[config.mk]
export PLATFORM = sky130hd
export DESIGN_NAME = serial_adder
export DESIGN_NICKNAME = d
export VERILOG_FILES = /design/src/rtl/serial_adder.sv
export SDC_FILE = /design/constraint.sdc
export NUM_CORES = 1
export LEC_CHECK = 0
export BUFFER_PORTS_ARGS = -buffer_cell sky130_fd_sc_hd__buf_2
export CORE_ASPECT_RATIO = 1.75
export CORE_UTILIZATION = 54
export CTS_CLUSTER_DIAMETER = 40
export DETAILED_ROUTE_END_ITERATION = 6
export PLACE_DENSITY_LB_ADDON = 0.1
export SYNTH_ARGS = -nofsm -noshare
export SYNTH_HDL_FRONTEND = slang
export SYNTH_SLANG_ARGS = --single-unit
[constraint.sdc]
create_clock -name clk -period 1.9 [get_ports clk]
set_input_delay 0.19 -clock clk [delete_from_list [all_inputs] [get_ports clk]]
set_output_delay 0.19 -clock clk [all_outputs]
set_load 0.05 [all_outputs]
[src/rtl/serial_adder.sv]
// serial_adder: multi-cycle adder that time-shares one CHUNK-bit adder slice
// across a WIDTH-bit word, with a registered carry between slices.
// Optional build macro: SERIAL_ADDER_SUBTRACT_EN adds a 'sub' input that turns
// the operation into a - b - cin (two's-complement, cout=1 means no borrow).
module serial_adder #(
    parameter int WIDTH = 8,
    parameter int CHUNK = 1
) (
    input  logic             clk,
    input  logic             rst,
    input  logic             start,
    input  logic [WIDTH-1:0] a,
    input  logic [WIDTH-1:0] b,
    input  logic             cin,
`ifdef SERIAL_ADDER_SUBTRACT_EN
    input  logic             sub,
`endif
    output logic             busy,
    output logic             done,
    output logic [WIDTH-1:0] sum,
    output logic             cout,
    output logic             ovf
);

    localparam int N  = WIDTH / CHUNK;
    localparam int CW = (N > 1) ? $clog2(N) : 1;
    localparam logic [CW-1:0] LAST = CW'(N - 1);

    typedef enum logic {
        IDLE = 1'b0,
        RUN  = 1'b1
    } state_t;

    state_t           state;
    state_t           state_nxt;
    logic [CW-1:0]    cnt;
    logic [WIDTH-1:0] a_sr;
    logic [WIDTH-1:0] b_sr;
    logic [WIDTH-1:0] res_sr;
    logic [WIDTH-1:0] res_nxt;
    logic             carry;
    logic             a_msb;
    logic             b_msb;
    logic [CHUNK:0]   chunk_sum;
    logic [WIDTH-1:0] b_in;
    logic             c_in;
    logic             accept;
    logic             last;

    // One slice of the adder: CHUNK-bit sum with its carry-out in the top bit.
    function automatic logic [CHUNK:0] add_chunk(input logic [CHUNK-1:0] x,
                                                 input logic [CHUNK-1:0] y,
                                                 input logic             c);
        return {1'b0, x} + {1'b0, y} + {{CHUNK{1'b0}}, c};
    endfunction

    // Two's-complement overflow: like-signed operands giving an unlike-signed result.
    function automatic logic signed_ovf(input logic xm, input logic ym, input logic sm);
        return (xm == ym) && (sm != xm);
    endfunction

    // Operand conditioning: subtraction is addition of ~b with an inverted carry-in.
    always_comb begin
`ifdef SERIAL_ADDER_SUBTRACT_EN
        b_in = sub ? ~b : b;
        c_in = sub ? ~cin : cin;
`else
        b_in = b;
        c_in = cin;
`endif
    end

    assign busy      = (state == RUN);
    assign accept    = (state == IDLE) && start;
    assign last      = (state == RUN) && (cnt == LAST);
    assign chunk_sum = add_chunk(a_sr[CHUNK-1:0], b_sr[CHUNK-1:0], carry);
    // New slice enters at the top; after N slices the word is fully assembled.
    assign res_nxt   = (res_sr >> CHUNK) | (WIDTH'(chunk_sum[CHUNK-1:0]) << (WIDTH - CHUNK));

    // State register.
    always_ff @(posedge clk) begin
        if (rst) begin
            state <= IDLE;
        end else begin
            state <= state_nxt;
        end
    end

    // Next-state logic: accept a request in IDLE, return after the last slice.
    always_comb begin
        state_nxt = state;
        case (state)
            IDLE:    if (start) state_nxt = RUN;
            RUN:     if (cnt == LAST) state_nxt = IDLE;
            default: state_nxt = IDLE;
        endcase
    end

    // Slice counter and visible results; results update only on the final slice.
    always_ff @(posedge clk) begin
        if (rst) begin
            cnt  <= '0;
            done <= 1'b0;
            sum  <= '0;
            cout <= 1'b0;
            ovf  <= 1'b0;
        end else begin
            done <= 1'b0;
            if (accept) begin
                cnt <= '0;
            end else if (busy) begin
                cnt <= cnt + CW'(1);
            end
            if (last) begin
                done <= 1'b1;
                sum  <= res_nxt;
                cout <= chunk_sum[CHUNK];
                ovf  <= signed_ovf(a_msb, b_msb, res_nxt[WIDTH-1]);
            end
        end
    end

    // Operand/result shift registers and carry chain; no reset needed, they are
    // always loaded on accept before being used.
    always_ff @(posedge clk) begin
        if (accept) begin
            a_sr  <= a;
            b_sr  <= b_in;
            carry <= c_in;
            a_msb <= a[WIDTH-1];
            b_msb <= b_in[WIDTH-1];
        end else if (busy) begin
            a_sr   <= a_sr >> CHUNK;
            b_sr   <= b_sr >> CHUNK;
            res_sr <= res_nxt;
            carry  <= chunk_sum[CHUNK];
        end
    end

endmodule

==> results.ini, run 1 <==
[drt]
drc=0
route.vias.total=991
drt_wl_total_mm=2.62
antenna_left=0
routedWlPerCell_um=13.6
dr.pass1.iters=3
viasPerCell=5.16
drt-initial-drc-count=17

[logic_synthesis]
synth_seq_cells=41
muxShareOfSynthArea=0.114
synth.top_cell.area_share=0.455
synth_top_family_by_area=multiplexers
yosys.area_share.adder=0.0263
syn_nets=139
seq_area_frac_synth=0.630
syn_inst=116
synth_xor_area_frac=0
synth-simple-area-share=0.0883
syn_area_sq_um=1720
synth.avg_cell_area_sq_um=14.8
synth-compound-area-share=0.0956
yosysTopAreaCell=edfxtp_1
synth.distinct_cells=25
yosys_warnings=0
synthTopCellsByArea=edfxtp_1 (46%), dfxtp_1 (18%), mux2_4 (6.1%)

[sta]
period_minus_slack_ns=1.73
setup_violations=0
min_period_over_period=0.911
fmax_mhz=578
slew_violations=0
hold_ws_ns=0.0941
final.setup.tns_ns=0
skew_ns=0.00309
tightest_slew_ns=0.679
rsz0062_at_grt=no
max-slew-margin-rel=0.548
finalHoldViolCount=0

[cts]
h-tree-depth=2
post_cts_buffers=0
cts-root-buf=clkbuf_8
clockBufferDepth=2
cts_resized=0
clkSlewWorstSetupHoldPaths_ns=0.08
ctsHoldBuffers=0
cts_buffers=5
clock_latency_ns=0.28
cts_tree=yes
clock_sinks=41

[floorplanning]
die_w_um=44.6
die_h_um=76.6
rows=26
start_util=0.579
dieArea_sq_um=3410
io_pins=32
fp.coreArea_sq_um=2960

[power]
p_switching_uw=382
p_clk_frac=0.334
sequentialPowerShare=0.577
swShare=0.209
leakagePower_nw=0.802
combPwrFrac=0.089
p_int_mw=1.44
ir_drop_v=0.000557
p_per_area_nw_per_um2=923

[grt]
grt.overflow.total=0
grt_pass1_vias=1022
track_usage=0.178
antenna_found_initial=0
grt_start_max_net_pins=30
grt_pass1_wl_mm=4.49

[critical_path]
cp.required_ns=2.09
crit_arrival_ns=1.92
critPathCaptureType=flop
critPathKind=reg -> reg
cp-start-kind=flop
path_cells=fa_1 > or3b_1 > a311oi_1
cp_slowest_cell=fa_1
cp_slowest_stage_delay_ns=0.60
crit_fanout=4

[layout]
area_growth_pct=15.4
stdcell_count=192
drive_gt1_frac=0.467
diodes=0
nets=172

[run_status]
status=complete, no violations

[placement]
hpwl_mm=1.77
gp_congestion=0.669
io_buffers=31
dp.cells=184

[job]
cap_violations=0

[worst_hold_path]
hold_path.class=in -> reg

[synth_stat cells]
cell type and count:
inv_1 1, fa_1 1, buf_12 1, mux2_2 8, and2_1 1, a21bo_2 9, nand3b_1 1, nand3_1 9
nor2_1 1, ha_1 2, buf_6 3, nor3_1 1, nand2b_1 1, buf_2 2, a21oi_1 13, edfxtp_1 26
mux2_4 7, or3b_1 4, nand2_1 2, nor2b_4 1, a311oi_1 1, nor2b_1 1, clkbuf_1 3, dfxtp_1 15
and2_2 2
[flip-flops by register name, indices dropped and copies added, names as in the netlist]
| register | flops |
|---|---|
| a_msb | 1 |
| sum | 8 |
| done | 1 |
| a_sr | 8 |
| cnt | 3 |
| b_sr | 8 |
| busy | 1 |
| b_msb | 1 |
| cout | 1 |
| res_sr | 7 |
| carry | 1 |
| ovf | 1 |
[per-stage QoR]
step	setup WS, ns	utilization	cell area (sq um)	power, mW
6_report	0.170	0.669	1980	1.83
5_1_grt	0.0815	0.669	1980	1.91
4_1_cts	0.160	0.669	1980	1.85
3_5_place_dp	0.201	0.634	1880	1.24
3_3_place_gp	0.276	0.634	1880	1.23
2_1_floorplan	0.123	-	1720	1.20
[logic make-up after synthesis]
group           count (synthesis)
flops                          41
buf+inv                        10
fa+ha+maj                       3
simple gates                   24
compound gates                 23
mux                            15
[power groups by stage]
stage	clock, mW	combinational, mW	sequential, mW
2_1_floorplan	0	0.128	1.07
3_3_place_gp	0	0.159	1.07
3_5_place_dp	0	0.164	1.07
4_1_cts	0.626	0.166	1.06
5_1_grt	0.668	0.178	1.06
6_report	0.610	0.162	1.05
[final timing paths]
kind	startpoint	to	depth (start not counted)	slack [ns]
min	b[7]	b_msb	1	0.09
min reg2reg	res_sr[5]	res_sr[4]	0	0.45
max reg2reg	a_sr[0]	ovf	3	0.17
max	a_sr[0]	ovf	3	0.17
[critical path: cells and delay by family, from the launching register on]
| kind | cells | cell delay (ns) |
|---|---|---|
| and+or+nand+nor | 1 | 0.36 |
| DFF | 1 | 0.40 |
| AOI/OAI and AO/OA | 1 | 0.28 |
| adders and majority gates | 1 | 0.60 |
[placed cells by master (no fill, tap or decap), drive strengths merged, types with 2 or more instances in the layout]
cell / instances
and2: 3
nor2b: 2
dfxtp: 15
or3b: 4
buf: 35
a21bo: 9
nand3: 9
a21oi: 13
mux2: 15
edfxtp: 26
nand2: 2
clkbuf: 7
ha: 2
[cell type report]
type	count	area (sq um)
clock buffer	7	96.3
clock inverter	1	5.00
fill	242	981
inverter	1	3.75
multi-input combinational	65	556
sequential	41	1080
tap	42	52.6
timing repair buffer	35	185
[routing by layer]
layer | global-route usage | up-vias | wire [um] | part of all wire
li1 | - | 489 | - | -
met3 | 0.0521 | 4 | 94 | 0.036
met1 | 0.197 | 475 | 999 | 0.38
met2 | 0.303 | 23 | 1480 | 0.57
met5 | 0 | - | 0 | 0
met4 | 0.0727 | 0 | 42 | 0.016
Note: power is estimated with default switching activity, not from simulation.
==> inputs of run 2 (changes only) <==
- CORE_UTILIZATION: 54 -> 40
- TNS_END_PERCENT: unset -> 50
==> run 2 against run 1 <==
Effect of this change:
- sequential power about the same
- largest power group unchanged
- wire length up 0.53%
- critical path depth unchanged
- first-iteration DRC count down 29%
- combinational power about the same
- design area down 0.95%
==> results.ini, run 2 (same netlist as run 1, synthesis figures left out) <==
[run_status]
status=complete, no violations

[drt]
dr.pass1.iters=4
viasPerCell=4.90
drt_wl_total_mm=2.63
antenna_left=0
route.vias.total=970
drc=0
drt-initial-drc-count=12
routedWlPerCell_um=13.3

[critical_path]
cp_slowest_cell=fa_1
crit_family=adder cells
path_cells=fa_1 > or3b_1 > a311oi_1
crit_buf_inv=0
crit_arrival_ns=1.88
cp_slowest_stage_delay_ns=0.60
cp-start-kind=flop
critPathCaptureType=flop
reg2reg_depth=3
critPathKind=reg -> reg
cp.required_ns=2.11
crit_fanout=4
worst-path-stages=3

[power]
ir_drop_v=0.000598
leakagePower_nw=0.787
sequentialPowerShare=0.604
p_switching_uw=383
p_int_mw=1.36
swShare=0.220
p_per_area_nw_per_um2=890
p_clk_frac=0.304
combPwrFrac=0.092
report.power.total_mw=1.75

[grt]
grt_pass1_wl_mm=4.42
antenna_found_initial=0
track_usage=0.134
grt_pass1_vias=992
grt.overflow.total=0
grt_start_max_net_pins=34

[floorplanning]
rows=31
fp.coreArea_sq_um=4110
die_h_um=88.6
io_pins=32
die_w_um=51.5
start_util=0.417
dieArea_sq_um=4560

[cts]
clockBufferDepth=2
clock_latency_ns=0.29
clkSlewWorstSetupHoldPaths_ns=0.08
post_cts_buffers=0
cts_tree=yes
cts_resized=0
ctsHoldBuffers=0
clock_sinks=41
cts_buffers=5
cts-root-buf=clkbuf_8
h-tree-depth=2

[sta]
skew_ns=0.00458
tightest_slew_ns=0.640
hold_ws_ns=0.0908
period_minus_slack_ns=1.67
rsz0062_at_grt=no
finalHoldViolCount=0
setup_violations=0
max-slew-margin-rel=0.573
slew_violations=0
final.setup.tns_ns=0
fmax_mhz=597
worst_slack_ns=0.226
min_period_over_period=0.881

[layout]
drive_gt1_frac=0.450
area_growth_pct=14.3
mostFrequentLayoutCells=buf_2 (31), edfxtp_1 (26), dfxtp_1 (15), a21oi_1 (13)
fillers=403
stdcell_count=198
layout_commonest_cell=buf_2
finish.instance_area_sq_um=1960
nets=171
reg_top3=a_sr: 8 flops, b_sr: 8 flops, sum: 8 flops
fin_util=0.477
diodes=0

[placement]
hpwl_mm=1.79
dp.cells=190
place_area_sq_um=1880
io_buffers=31
gp_congestion=0.648
dp_slack_ns=0.223

[worst_hold_path]
hold_path.class=in -> reg
whs_path_depth=1

[job]
cap_violations=0

run 2: cell count changes in the layout (fill, tap and decap cells not counted):
cell and change:
clkbuf_8 -2, clkinv_1 +2, buf_4 -1
run 2: routing by layer:
layer | wire, um | GRT usage | part of all wire | vias up
li1 | - | - | - | 488
met1 | 1140 | 0.153 | 0.43 | 453
met2 | 1320 | 0.224 | 0.50 | 24
met3 | 113 | 0.0464 | 0.043 | 5
met4 | 58 | 0.0590 | 0.022 | 0
met5 | 0 | 0 | 0 | -
run 2: final cells by class:
cell class,count,area [sq um],share of cell area
inverter,1,3.75,0.00191
timing repair buffer,34,178,0.0906
multi-input combinational,65,556,0.283
sequential,41,1080,0.551
clock inverter,3,12.5,0.00638
tap,49,61.3,0.0313
clock buffer,5,68.8,0.0351
run 2: worst register-to-register path, cell delays in order (launching register included):
cell      delay, ns
edfxtp_1       0.40
fa_1           0.60
or3b_1         0.36
a311oi_1       0.24
run 2: path summary, 6_finish.rpt:
kind	from	end	slack (ns)
worst max-delay path	a_sr[0]	ovf	0.23
worst min-delay path	a[7]	a_msb	0.09
worst max register to register	a_sr[0]	ovf	0.23
worst min register to register	res_sr[4]	res_sr[3]	0.46
run 2: power by group through the flow:
stage / Combinational (mW) / Clock [mW] / Sequential, mW
2_1_floorplan: 0.128 / 0 / 1.07
3_5_place_dp: 0.165 / 0 / 1.07
3_3_place_gp: 0.161 / 0 / 1.07
5_1_grt: 0.180 / 0.577 / 1.06
6_report: 0.161 / 0.531 / 1.05
4_1_cts: 0.165 / 0.549 / 1.06
